### config.mk
export PLATFORM = sky130hd
export DESIGN_NAME = fmul_rsh_round_pipe_flat
export DESIGN_NICKNAME = d
export VERILOG_FILES = /design/src/rtl/fmul_rsh_round_pipe_if.sv /design/src/rtl/fmul_rsh_round_pipe.sv /design/src/flat_wrapper.sv
export SDC_FILE = /design/constraint.sdc
export NUM_CORES = 1
export LEC_CHECK = 0
export ABC_AREA = 1
export BUFFER_PORTS_ARGS = -buffer_cell sky130_fd_sc_hd__buf_2
export CORE_ASPECT_RATIO = 0.8
export CORE_MARGIN = 2
export CORE_UTILIZATION = 33
export DETAILED_ROUTE_END_ITERATION = 8
export GPL_TIMING_DRIVEN = 0
export MAX_ROUTING_LAYER = met4
export SYNTH_ARGS = -nofsm -noshare
export SYNTH_HDL_FRONTEND = slang
export SYNTH_SLANG_ARGS = --single-unit
### constraint.sdc
create_clock -name clk -period 12.2 [get_ports clk]
set_input_delay 3.66 -clock clk [delete_from_list [all_inputs] [get_ports clk]]
set_output_delay 3.66 -clock clk [all_outputs]
set_load 0.05 [all_outputs]
### src/rtl/fmul_rsh_round_pipe_if.sv
// rtl/fmul_rsh_round_pipe_if.sv - input/output handshake bundle for the subnormal rounding pipe
interface fmul_rsh_round_pipe_if #(
  parameter int SIG_W = 53,
  parameter int RSH_W = 6,
  parameter int TAG_W = 4
);
  logic                 in_valid_i;
  logic                 in_ready_o;
  logic [2*SIG_W-1:0]   sig_mul_i;
  logic [RSH_W-1:0]     rsh_num_i;
  logic [2:0]           rm_i;
  logic                 sign_i;
  logic [TAG_W-1:0]     tag_i;
  logic                 out_valid_o;
  logic                 out_ready_i;
  logic [SIG_W-1:0]     sig_o;
  logic                 inexact_o;
  logic                 uf_o;
  logic [TAG_W-1:0]     tag_o;

  modport master (
    output in_valid_i, sig_mul_i, rsh_num_i, rm_i, sign_i, tag_i, out_ready_i,
    input  in_ready_o, out_valid_o, sig_o, inexact_o, uf_o, tag_o
  );

  modport slave (
    input  in_valid_i, sig_mul_i, rsh_num_i, rm_i, sign_i, tag_i, out_ready_i,
    output in_ready_o, out_valid_o, sig_o, inexact_o, uf_o, tag_o
  );
endinterface

### src/rtl/fmul_rsh_round_pipe.sv
// rtl/fmul_rsh_round_pipe.sv - two-stage right-shift rounding unit for the fmul subnormal path
module fmul_rsh_round_pipe #(
  parameter int SIG_W = 53,
  parameter int RSH_W = 6,
  parameter int TAG_W = 4
) (
  input logic                  clk,
  input logic                  rst,
  input logic                  flush_i,
  fmul_rsh_round_pipe_if.slave bus
);
  localparam int PW = 2 * SIG_W;

  function automatic logic round_inc(input logic [2:0] rm, input logic sign,
                                     input logic l, input logic g, input logic s);
    logic inc;
    case (rm)
      3'd0:    inc = g & (l | s);
      3'd2:    inc = sign & (g | s);
      3'd3:    inc = ~sign & (g | s);
      3'd4:    inc = g;
      default: inc = 1'b0;
    endcase
    return inc;
  endfunction

  logic             s1_valid;
  logic             out_valid;
  logic             s1_adv;
  logic             s2_adv;

  assign s2_adv         = ~out_valid | bus.out_ready_i;
  assign s1_adv         = ~s1_valid | s2_adv;
  assign bus.in_ready_o = s1_adv | flush_i;

  // Stage-1 mask generation
  logic [RSH_W-1:0] r;
  logic [PW-1:0]    sh;
  logic [SIG_W-1:0] trunc_c;
  logic             l_c, g_c, s_c, g_uf_c, s_uf_c, all1_c;

  assign r       = (bus.rsh_num_i == '0) ? RSH_W'(1) : bus.rsh_num_i;
  assign sh      = bus.sig_mul_i >> r;
  assign l_c     = sh[SIG_W-1];
  assign g_c     = sh[SIG_W-2];
  assign g_uf_c  = sh[SIG_W-3];
  assign trunc_c = SIG_W'(sh >> (SIG_W - 1));
  assign all1_c  = (r == RSH_W'(1)) && (&bus.sig_mul_i[PW-2:SIG_W-1]);

  // Sticky bits: OR of everything below the guard position (and one lower for the uf check)
  always_comb begin
    s_c    = 1'b0;
    s_uf_c = 1'b0;
    for (int i = 0; i < PW; i++) begin
      if (i < SIG_W - 2 + int'(r)) s_c    = s_c | bus.sig_mul_i[i];
      if (i < SIG_W - 3 + int'(r)) s_uf_c = s_uf_c | bus.sig_mul_i[i];
    end
  end

  logic [SIG_W-1:0] s1_trunc;
  logic             s1_l, s1_g, s1_s, s1_g_uf, s1_s_uf, s1_all1, s1_sign;
  logic [2:0]       s1_rm;
  logic [TAG_W-1:0] s1_tag;

  always_ff @(posedge clk or posedge rst) begin
    if (rst) begin
      s1_valid <= 1'b0;
      s1_trunc <= '0;
      s1_l     <= 1'b0;
      s1_g     <= 1'b0;
      s1_s     <= 1'b0;
      s1_g_uf  <= 1'b0;
      s1_s_uf  <= 1'b0;
      s1_all1  <= 1'b0;
      s1_rm    <= '0;
      s1_sign  <= 1'b0;
      s1_tag   <= '0;
    end else begin
      if (flush_i)     s1_valid <= 1'b0;
      else if (s1_adv) s1_valid <= bus.in_valid_i;
      if (!flush_i && s1_adv && bus.in_valid_i) begin
        s1_trunc <= trunc_c;
        s1_l     <= l_c;
        s1_g     <= g_c;
        s1_s     <= s_c;
        s1_g_uf  <= g_uf_c;
        s1_s_uf  <= s_uf_c;
        s1_all1  <= all1_c;
        s1_rm    <= bus.rm_i;
        s1_sign  <= bus.sign_i;
        s1_tag   <= bus.tag_i;
      end
    end
  end

  // L_uf sits at the same bit position as G, so s1_g doubles as it
  logic             inc, inc_uf, inexact_c, uf_c;
  logic [SIG_W-1:0] sig_c;

  assign inc       = round_inc(s1_rm, s1_sign, s1_l, s1_g, s1_s);
  assign inc_uf    = round_inc(s1_rm, s1_sign, s1_g, s1_g_uf, s1_s_uf);
  assign sig_c     = s1_trunc + {{(SIG_W-1){1'b0}}, inc};
  assign inexact_c = s1_g | s1_s;
  assign uf_c      = inexact_c & ~(s1_all1 & inc_uf);

  logic [SIG_W-1:0] sig_q;
  logic             inexact_q, uf_q;
  logic [TAG_W-1:0] tag_q;

  always_ff @(posedge clk or posedge rst) begin
    if (rst) begin
      out_valid <= 1'b0;
      sig_q     <= '0;
      inexact_q <= 1'b0;
      uf_q      <= 1'b0;
      tag_q     <= '0;
    end else begin
      if (flush_i)     out_valid <= 1'b0;
      else if (s2_adv) out_valid <= s1_valid;
      if (!flush_i && s2_adv && s1_valid) begin
        sig_q     <= sig_c;
        inexact_q <= inexact_c;
        uf_q      <= uf_c;
        tag_q     <= s1_tag;
      end
    end
  end

  assign bus.out_valid_o = out_valid;
  assign bus.sig_o       = sig_q;
  assign bus.inexact_o   = inexact_q;
  assign bus.uf_o        = uf_q;
  assign bus.tag_o       = tag_q;
endmodule

### src/flat_wrapper.sv
// flat-port wrapper written by rule: the top's interface ports become plain ports
module fmul_rsh_round_pipe_flat 
#(
  parameter int SIG_W = 53,
  parameter int RSH_W = 6,
  parameter int TAG_W = 4
)
  (clk, rst, flush_i, bus_in_valid_i, bus_sig_mul_i, bus_rsh_num_i, bus_rm_i, bus_sign_i, bus_tag_i, bus_out_ready_i, bus_in_ready_o, bus_out_valid_o, bus_sig_o, bus_inexact_o, bus_uf_o, bus_tag_o);
  fmul_rsh_round_pipe_if #(.SIG_W(SIG_W), .RSH_W(RSH_W), .TAG_W(TAG_W)) bus_i ();
  input logic clk;
  input logic rst;
  input logic flush_i;
  input wire logic [$bits(bus_i.in_valid_i)-1:0] bus_in_valid_i;
  input wire logic [$bits(bus_i.sig_mul_i)-1:0] bus_sig_mul_i;
  input wire logic [$bits(bus_i.rsh_num_i)-1:0] bus_rsh_num_i;
  input wire logic [$bits(bus_i.rm_i)-1:0] bus_rm_i;
  input wire logic [$bits(bus_i.sign_i)-1:0] bus_sign_i;
  input wire logic [$bits(bus_i.tag_i)-1:0] bus_tag_i;
  input wire logic [$bits(bus_i.out_ready_i)-1:0] bus_out_ready_i;
  output wire logic [$bits(bus_i.in_ready_o)-1:0] bus_in_ready_o;
  output wire logic [$bits(bus_i.out_valid_o)-1:0] bus_out_valid_o;
  output wire logic [$bits(bus_i.sig_o)-1:0] bus_sig_o;
  output wire logic [$bits(bus_i.inexact_o)-1:0] bus_inexact_o;
  output wire logic [$bits(bus_i.uf_o)-1:0] bus_uf_o;
  output wire logic [$bits(bus_i.tag_o)-1:0] bus_tag_o;
  assign bus_i.in_valid_i = bus_in_valid_i;
  assign bus_i.sig_mul_i = bus_sig_mul_i;
  assign bus_i.rsh_num_i = bus_rsh_num_i;
  assign bus_i.rm_i = bus_rm_i;
  assign bus_i.sign_i = bus_sign_i;
  assign bus_i.tag_i = bus_tag_i;
  assign bus_i.out_ready_i = bus_out_ready_i;
  assign bus_in_ready_o = bus_i.in_ready_o;
  assign bus_out_valid_o = bus_i.out_valid_o;
  assign bus_sig_o = bus_i.sig_o;
  assign bus_inexact_o = bus_i.inexact_o;
  assign bus_uf_o = bus_i.uf_o;
  assign bus_tag_o = bus_i.tag_o;
  fmul_rsh_round_pipe #(.SIG_W(SIG_W), .RSH_W(RSH_W), .TAG_W(TAG_W)) u_core (.clk(clk), .rst(rst), .flush_i(flush_i), .bus(bus_i));
endmodule
# Word-level counts from Yosys, hierarchy flattened
# Cells that the tools add are included.
totals:
  register_bits: 128
  wordCells: 695
classes:
  reduce_logical: 11
  n_eq_ne: 4
  magnitude_cmp: 212
  muxes: 219
  n_bitwise: 229
  n_shift: 1
  add_sub_neg: 3
op_table:
  columns: ["cell", "count"]
  rows:
  - ["8-bit by 32-bit < comparator with 1-bit output, first input constant", 84]
  - ["7-bit by 32-bit < comparator with 1-bit output, first input constant", 64]
  - ["6-bit by 32-bit < comparator with 1-bit output, first input constant", 32]
  - ["5-bit by 32-bit < comparator with 1-bit output, first input constant", 16]
  - ["4-bit by 32-bit < comparator with 1-bit output, first input constant", 8]
  - ["1-bit bitwise OR", 217]
  - ["1-bit 2-to-1 mux", 216]
  - ["3-bit by 32-bit < comparator with 1-bit output, first input constant", 4]
  - ["106-bit by 6-bit right shift with 105-bit output", 1]
  - ["1-bit by 32-bit < comparator with 1-bit output, first input constant", 2]
  - ["2-bit by 32-bit < comparator with 1-bit output, first input constant", 2]
  - ["53-bit by 1-bit adder with 53-bit output", 1]
  - ["53-bit AND reduction", 1]
  - ["6-bit by 6-bit adder with 7-bit output, first input constant", 2]
  - ["1-bit bitwise AND", 8]
  - ["1-bit one-hot mux with 4 select lines", 2]
  - ["3-bit by 2-bit == test with 1-bit output, second input constant", 2]
  - ["6-bit by 1-bit == test with 1-bit output, second input constant", 1]
  - ["6-bit zero test", 1]
  - ["6-bit 2-to-1 mux", 1]
  - ["1-bit logical AND", 5]
  - ["1-bit inverter", 4]
  - ["2-bit nonzero test", 2]
  - ["3-bit == test, second input constant", 1]
  - ["other kinds (2)", 2]

# Depth between registers and ports, before layout
depth:
  depth_word: 215
  ltp_mapped: 24
  mapped_depth_nobuf: 23

# Worst setup path after synthesis
# OpenSTA, ideal clock, no wires.
synth_timing:
  path_kind: "input-to-output"
  start: "input bus_out_ready_i"
  end: "output bus_in_ready_o"
  n_path_buf: 0
  required_time_ns: 8.540
  cell_stages: 2
  slack_ns: 4.311
  arrival_ns: 4.229
  path_cell_list: "nor2_1 nand3_1"
synth_via:
  elab_chain_cells: 3
synth_lines:
  columns: ["element", "line_no", "source"]
  rows:
  - ["start, declared", "flat_wrapper.sv:19", "input wire logic [$bits(bus_i.out_ready_i)-1:0] bus_out_ready_i;"]
  - ["1-bit bitwise OR", "fmul_rsh_round_pipe.sv:32", "assign s2_adv = ~out_valid | bus.out_ready_i;"]
  - ["1-bit bitwise OR", "fmul_rsh_round_pipe.sv:33", "assign s1_adv = ~s1_valid | s2_adv;"]
  - ["1-bit bitwise OR", "fmul_rsh_round_pipe.sv:34", "assign bus.in_ready_o = s1_adv | flush_i;"]
  - ["end, declared", "flat_wrapper.sv:20", "output wire logic [$bits(bus_i.in_ready_o)-1:0] bus_in_ready_o;"]
# No other way between the ends.

# Worst setup path after layout
layout_timing:
  start: "input bus_rsh_num_i[1]"
  end: "register u_core.s1_s"
layout_via:
  elab_chain_cells: 215
  word_cells_on_any_way: 320
  classes_between: "add/sub: 1; order compare: 106; mux: 107; bitwise: 105; reduce/logical: 1"
layout_lines:
  columns: ["element", "line_no", "source"]
  rows:
  - ["start, declared", "flat_wrapper.sv:15", "input wire logic [$bits(bus_i.rsh_num_i)-1:0] bus_rsh_num_i;"]
  - ["6-bit zero test", "fmul_rsh_round_pipe.sv:42", "assign r = (bus.rsh_num_i == '0) ? RSH_W'(1) : bus.rsh_num_i;"]
  - ["6-bit 2-to-1 mux *", "fmul_rsh_round_pipe.sv:42", null]
  - ["6-bit by 6-bit adder with 7-bit output *", "fmul_rsh_round_pipe.sv:55", "if (i < SIG_W - 2 + int'(r)) s_c = s_c | bus.sig_mul_i[i];"]
  - ["1-bit by 32-bit < comparator with 1-bit output", "fmul_rsh_round_pipe.sv:55", null]
  - ["1-bit 2-to-1 mux", "fmul_rsh_round_pipe.sv:55", null]
  - ["1-bit bitwise OR", "fmul_rsh_round_pipe.sv:55", null]
  - ["1-bit 2-to-1 mux", "fmul_rsh_round_pipe.sv:55", null]
  - ["1-bit bitwise OR", "fmul_rsh_round_pipe.sv:55", null]
  - ["(+199 left out)", null, null]
  - ["1-bit bitwise OR", "fmul_rsh_round_pipe.sv:55", null]
  - ["1-bit 2-to-1 mux", "fmul_rsh_round_pipe.sv:55", null]
  - ["1-bit bitwise OR", "fmul_rsh_round_pipe.sv:55", null]
  - ["1-bit 2-to-1 mux", "fmul_rsh_round_pipe.sv:55", null]
  - ["1-bit bitwise OR", "fmul_rsh_round_pipe.sv:55", null]
  - ["1-bit 2-to-1 mux", "fmul_rsh_round_pipe.sv:55", null]
  - ["1-bit bitwise OR", "fmul_rsh_round_pipe.sv:55", null]
  - ["1-bit 2-to-1 mux *", "fmul_rsh_round_pipe.sv:55", null]
  - ["end signal, assigned", "fmul_rsh_round_pipe.sv:71", "s1_s <= 1'b0;"]
  - ["end signal, assigned", "fmul_rsh_round_pipe.sv:85", "s1_s <= s_c;"]
  - ["end, declared", "fmul_rsh_round_pipe.sv:61", "logic s1_l, s1_g, s1_s, s1_g_uf, s1_s_uf, s1_all1, s1_sign;"]
# Every way passes the cells marked *; elsewhere a longest branch is shown, timed or not.
# A chain may end at the register's enable or synchronous reset.

==> impl_metrics.tcl <==
set metrics [dict create \
    wire_per_inst_um 21.7 \
    clockBufferDepth 2 \
    place_area_um2 12900 \
    cts-root-buf "clkbuf_16" \
    p_leak_nw 6.48 \
    slowest_delay_ps 480 \
    fin_area_um2 13500 \
    drive_gt1_share_pct 14.4 \
    hold_start "u_core.s1_tag[0]" \
    start_util_pct 33.7 \
    vias_per_cell 5.55 \
    antenna_cells 0 \
    startpoint "bus_rsh_num_i[1]" \
    synth_nets 2005 \
    post_cts_resize_count 0 \
    drv_cap 0 \
    netlist_area_um2 11400 \
    clkTransAtPathRegs_ps 60 \
    dieWidth_um 212 \
    peakVddDrop_uv 101 \
    r2r_end "u_core.bus.sig_o[22]" \
    critical_path_class "input port to flip-flop" \
    slew_violations 0 \
    grt_max_degree 80 \
    end_kind "flip-flop" \
    period_share_pct 65.5 \
    drc 0 \
    dp.final_hpwl_um 45800 \
    fmax_mhz 125 \
    place.gp.congestion 1.01 \
    final_cell_mix "nand2_1 (637), buf_2 (199), inv_1 (176)" \
    htree_num_levels 4 \
    report.final.setup_viol 0 \
    totalWireLength_um 54800 \
    finClkSkew_ps 8.76 \
    min_to "u_core.bus.tag_o[0]" \
    grt_pass1_vias 13200 \
    crit_chain "buf_2, clkinv_1, clkbuf_1, clkbuf_1, ha_1, nor2_1, nand2_1, xor2_1, inv_1, nor2_1, nand2_1, buf_2, nor2_1, nor2_1, nor2_1, nand3_1, nor2_1, nand3_1, nor2_1, nor2_1" \
    insertion_delay_ps 430 \
    syn-instance-count 1874 \
    postCtsSetupRepairBufs 0 \
    grt_pass1_wl_um 81600 \
    reg2reg_depth 15 \
    power.total_mw 1.76 \
    synthArstFlopShare_pct 100 \
    crit_path_top_delay_cell "nor2_1" \
    core_um2 33800 \
    cts_tree "built" \
    vias 14000 \
    synth_seq_area_share_pct 27.9 \
    period_needed_ps 7990 \
    dieHeight_um 170 \
    cts_buffers 17 \
    layout.nets 2207 \
    num_io_pins 186 \
    start_kind "input port" \
    hold_buffers 0 \
    cp_max_fo 12 \
    arrival_ps 8300 \
    status "finished clean" \
    portBuffers 182 \
    final_common_cell "nand2_1" \
    synth_edf_count 0 \
    hp-class "flip-flop to flip-flop" \
    antenna_left 0 \
    synth.distinct_cells 52 \
    drtPass1Iterations 8 \
    ys_seq_elements 127 \
    die_area_um2 36000 \
    gr-total-overflow 0 \
    hold_viol 0 \
    r2r_slack_ps 8500 \
    ys.flop_type "dfrtp_1" \
    p_per_area_nw_per_um2 130 \
    crit_top_cell "nor2_1" \
    drt-initial-drc-count 1653 \
    worstMarginPinSlew_ps 960 \
    critPathRequiredTime_ps 12520 \
    fp-row-count 60 \
    reg2reg_from "u_core.s1_rm[2]" \
    antenna_found_initial 0 \
    yosysWarnings 0 \
    fin_tns_setup_ps 0 \
    slew_headroom_pct 35.4 \
    hold_depth 2 \
    rsz0062_at_grt "false" \
    fin_util_pct 40.0 \
    syn_to_final_growth_pct 18.5 \
    synth.avg_cell_area_um2 6.08 \
    grtUsageTotal_pct 31.6 \
    clock-sinks 127 \
]
==> synthesized netlist by cell type, types with 3 or more instances <==
| master | count | area (µm²) |
|---|---|---|
| xnor2_1 | 10 | 87.6 |
| o31ai_1 | 8 | 60.1 |
| buf_1 | 14 | 52.6 |
| nor2_4 | 3 | 33.8 |
| nand3_2 | 6 | 60.1 |
| a211oi_1 | 5 | 37.5 |
| mux2i_1 | 9 | 90.1 |
| nor4_1 | 10 | 62.6 |
| a21oi_1 | 33 | 165 |
| dfrtp_1 | 127 | 3180 |
| nor2_1 | 172 | 646 |
| or2_2 | 5 | 31.3 |
| or2_1 | 3 | 18.8 |
| nand2_2 | 8 | 50.1 |
| buf_2 | 17 | 85.1 |
| nand3_1 | 83 | 415 |
| o211ai_1 | 29 | 218 |
| o22ai_1 | 27 | 169 |
| nor3_1 | 25 | 125 |
| nor2_2 | 7 | 43.8 |
| xor2_1 | 25 | 219 |
| clkbuf_1 | 38 | 143 |
| inv_1 | 177 | 664 |
| a31oi_1 | 14 | 87.6 |
| o221ai_1 | 10 | 87.6 |
| ha_1 | 6 | 75.1 |
| o21ai_1 | 98 | 490 |
| nand4_1 | 42 | 263 |
| buf_6 | 10 | 113 |
| o21ai_2 | 9 | 78.8 |
| o21ai_0 | 167 | 836 |
| inv_2 | 9 | 33.8 |
| buf_4 | 4 | 30.0 |
| nand2_4 | 5 | 56.3 |
| nand2_1 | 637 | 2390 |
==> state kept, by name, indices dropped and copies added (netlist names), 3 cells and up <==
| name | flops |
|---|---|
| u_core.s1_trunc | 53 |
| u_core.bus.sig_o | 53 |
| u_core.s1_rm | 3 |
| u_core.s1_tag | 4 |
| u_core.bus.tag_o | 4 |
==> stage by stage <==
stage	hold slack [ps]	setup slack, ps	std cells
3_3_place_gp	460	3670	2490
4_1_cts	471	4290	2522
2_1_floorplan	442	4310	1874
3_5_place_dp	460	4090	2491
6_report	470	4210	2522
5_1_grt	501	4080	2522
==> worst max path at each step <==
stage               slack (ps)  depth (start not counted)              end
floorplan                 4310                          2   bus_in_ready_o
global placement          3670                          2  u_core.s1_rm[0]
detailed placement        4090                         20      u_core.s1_s
CTS                       4290                          4   bus_in_ready_o
global route              4080                         20      u_core.s1_s
finish                    4210                         20      u_core.s1_s
==> cell type report <==
type	count	area (µm²)
Buffer	83	423
Clock buffer	21	460
Clock inverter	10	161
Fill cell	3747	20300
Inverter	188	711
Multi-Input combinational cell	1476	7090
Sequential cell	127	3180
Tap cell	434	543
Timing Repair Buffer	183	938
==> report_power, final <==
part	switching (mW)	leakage, nW	internal (mW)	total, mW
Sequential	0.0584	1.61	0.491	0.549
Clock	0.195	0.295	0.351	0.545
Combinational	0.495	4.58	0.169	0.664
==> critical path, delay by kind of cell <==
kind / cells / cell delay, ps
buffers and inverters: 6 / 1700
and+or+nand+nor: 12 / 2280
adders and majority gates: 1 / 300
xor gates and xnor gates: 1 / 320
==> logic make-up after synthesis <==
group | Yosys count | share of synthesized area [%]
flops | 127 | 27.9
mux | 9 | 0.791
simple gates | 1014 | 37.5
compound gates | 411 | 20.4
buf+inv | 271 | 9.91
xor+xnor | 36 | 2.83
fa+ha+maj | 6 | 0.659
==> layer usage <==
metal,routed length [µm],vias up,global-route usage (%)
met5,0,-,-
met4,536,0,4.26
met3,7140,40,11.2
met2,20500,715,40.4
met1,26600,6656,47.3
li1,-,6581,-
(Power assumes the default switching activity.)
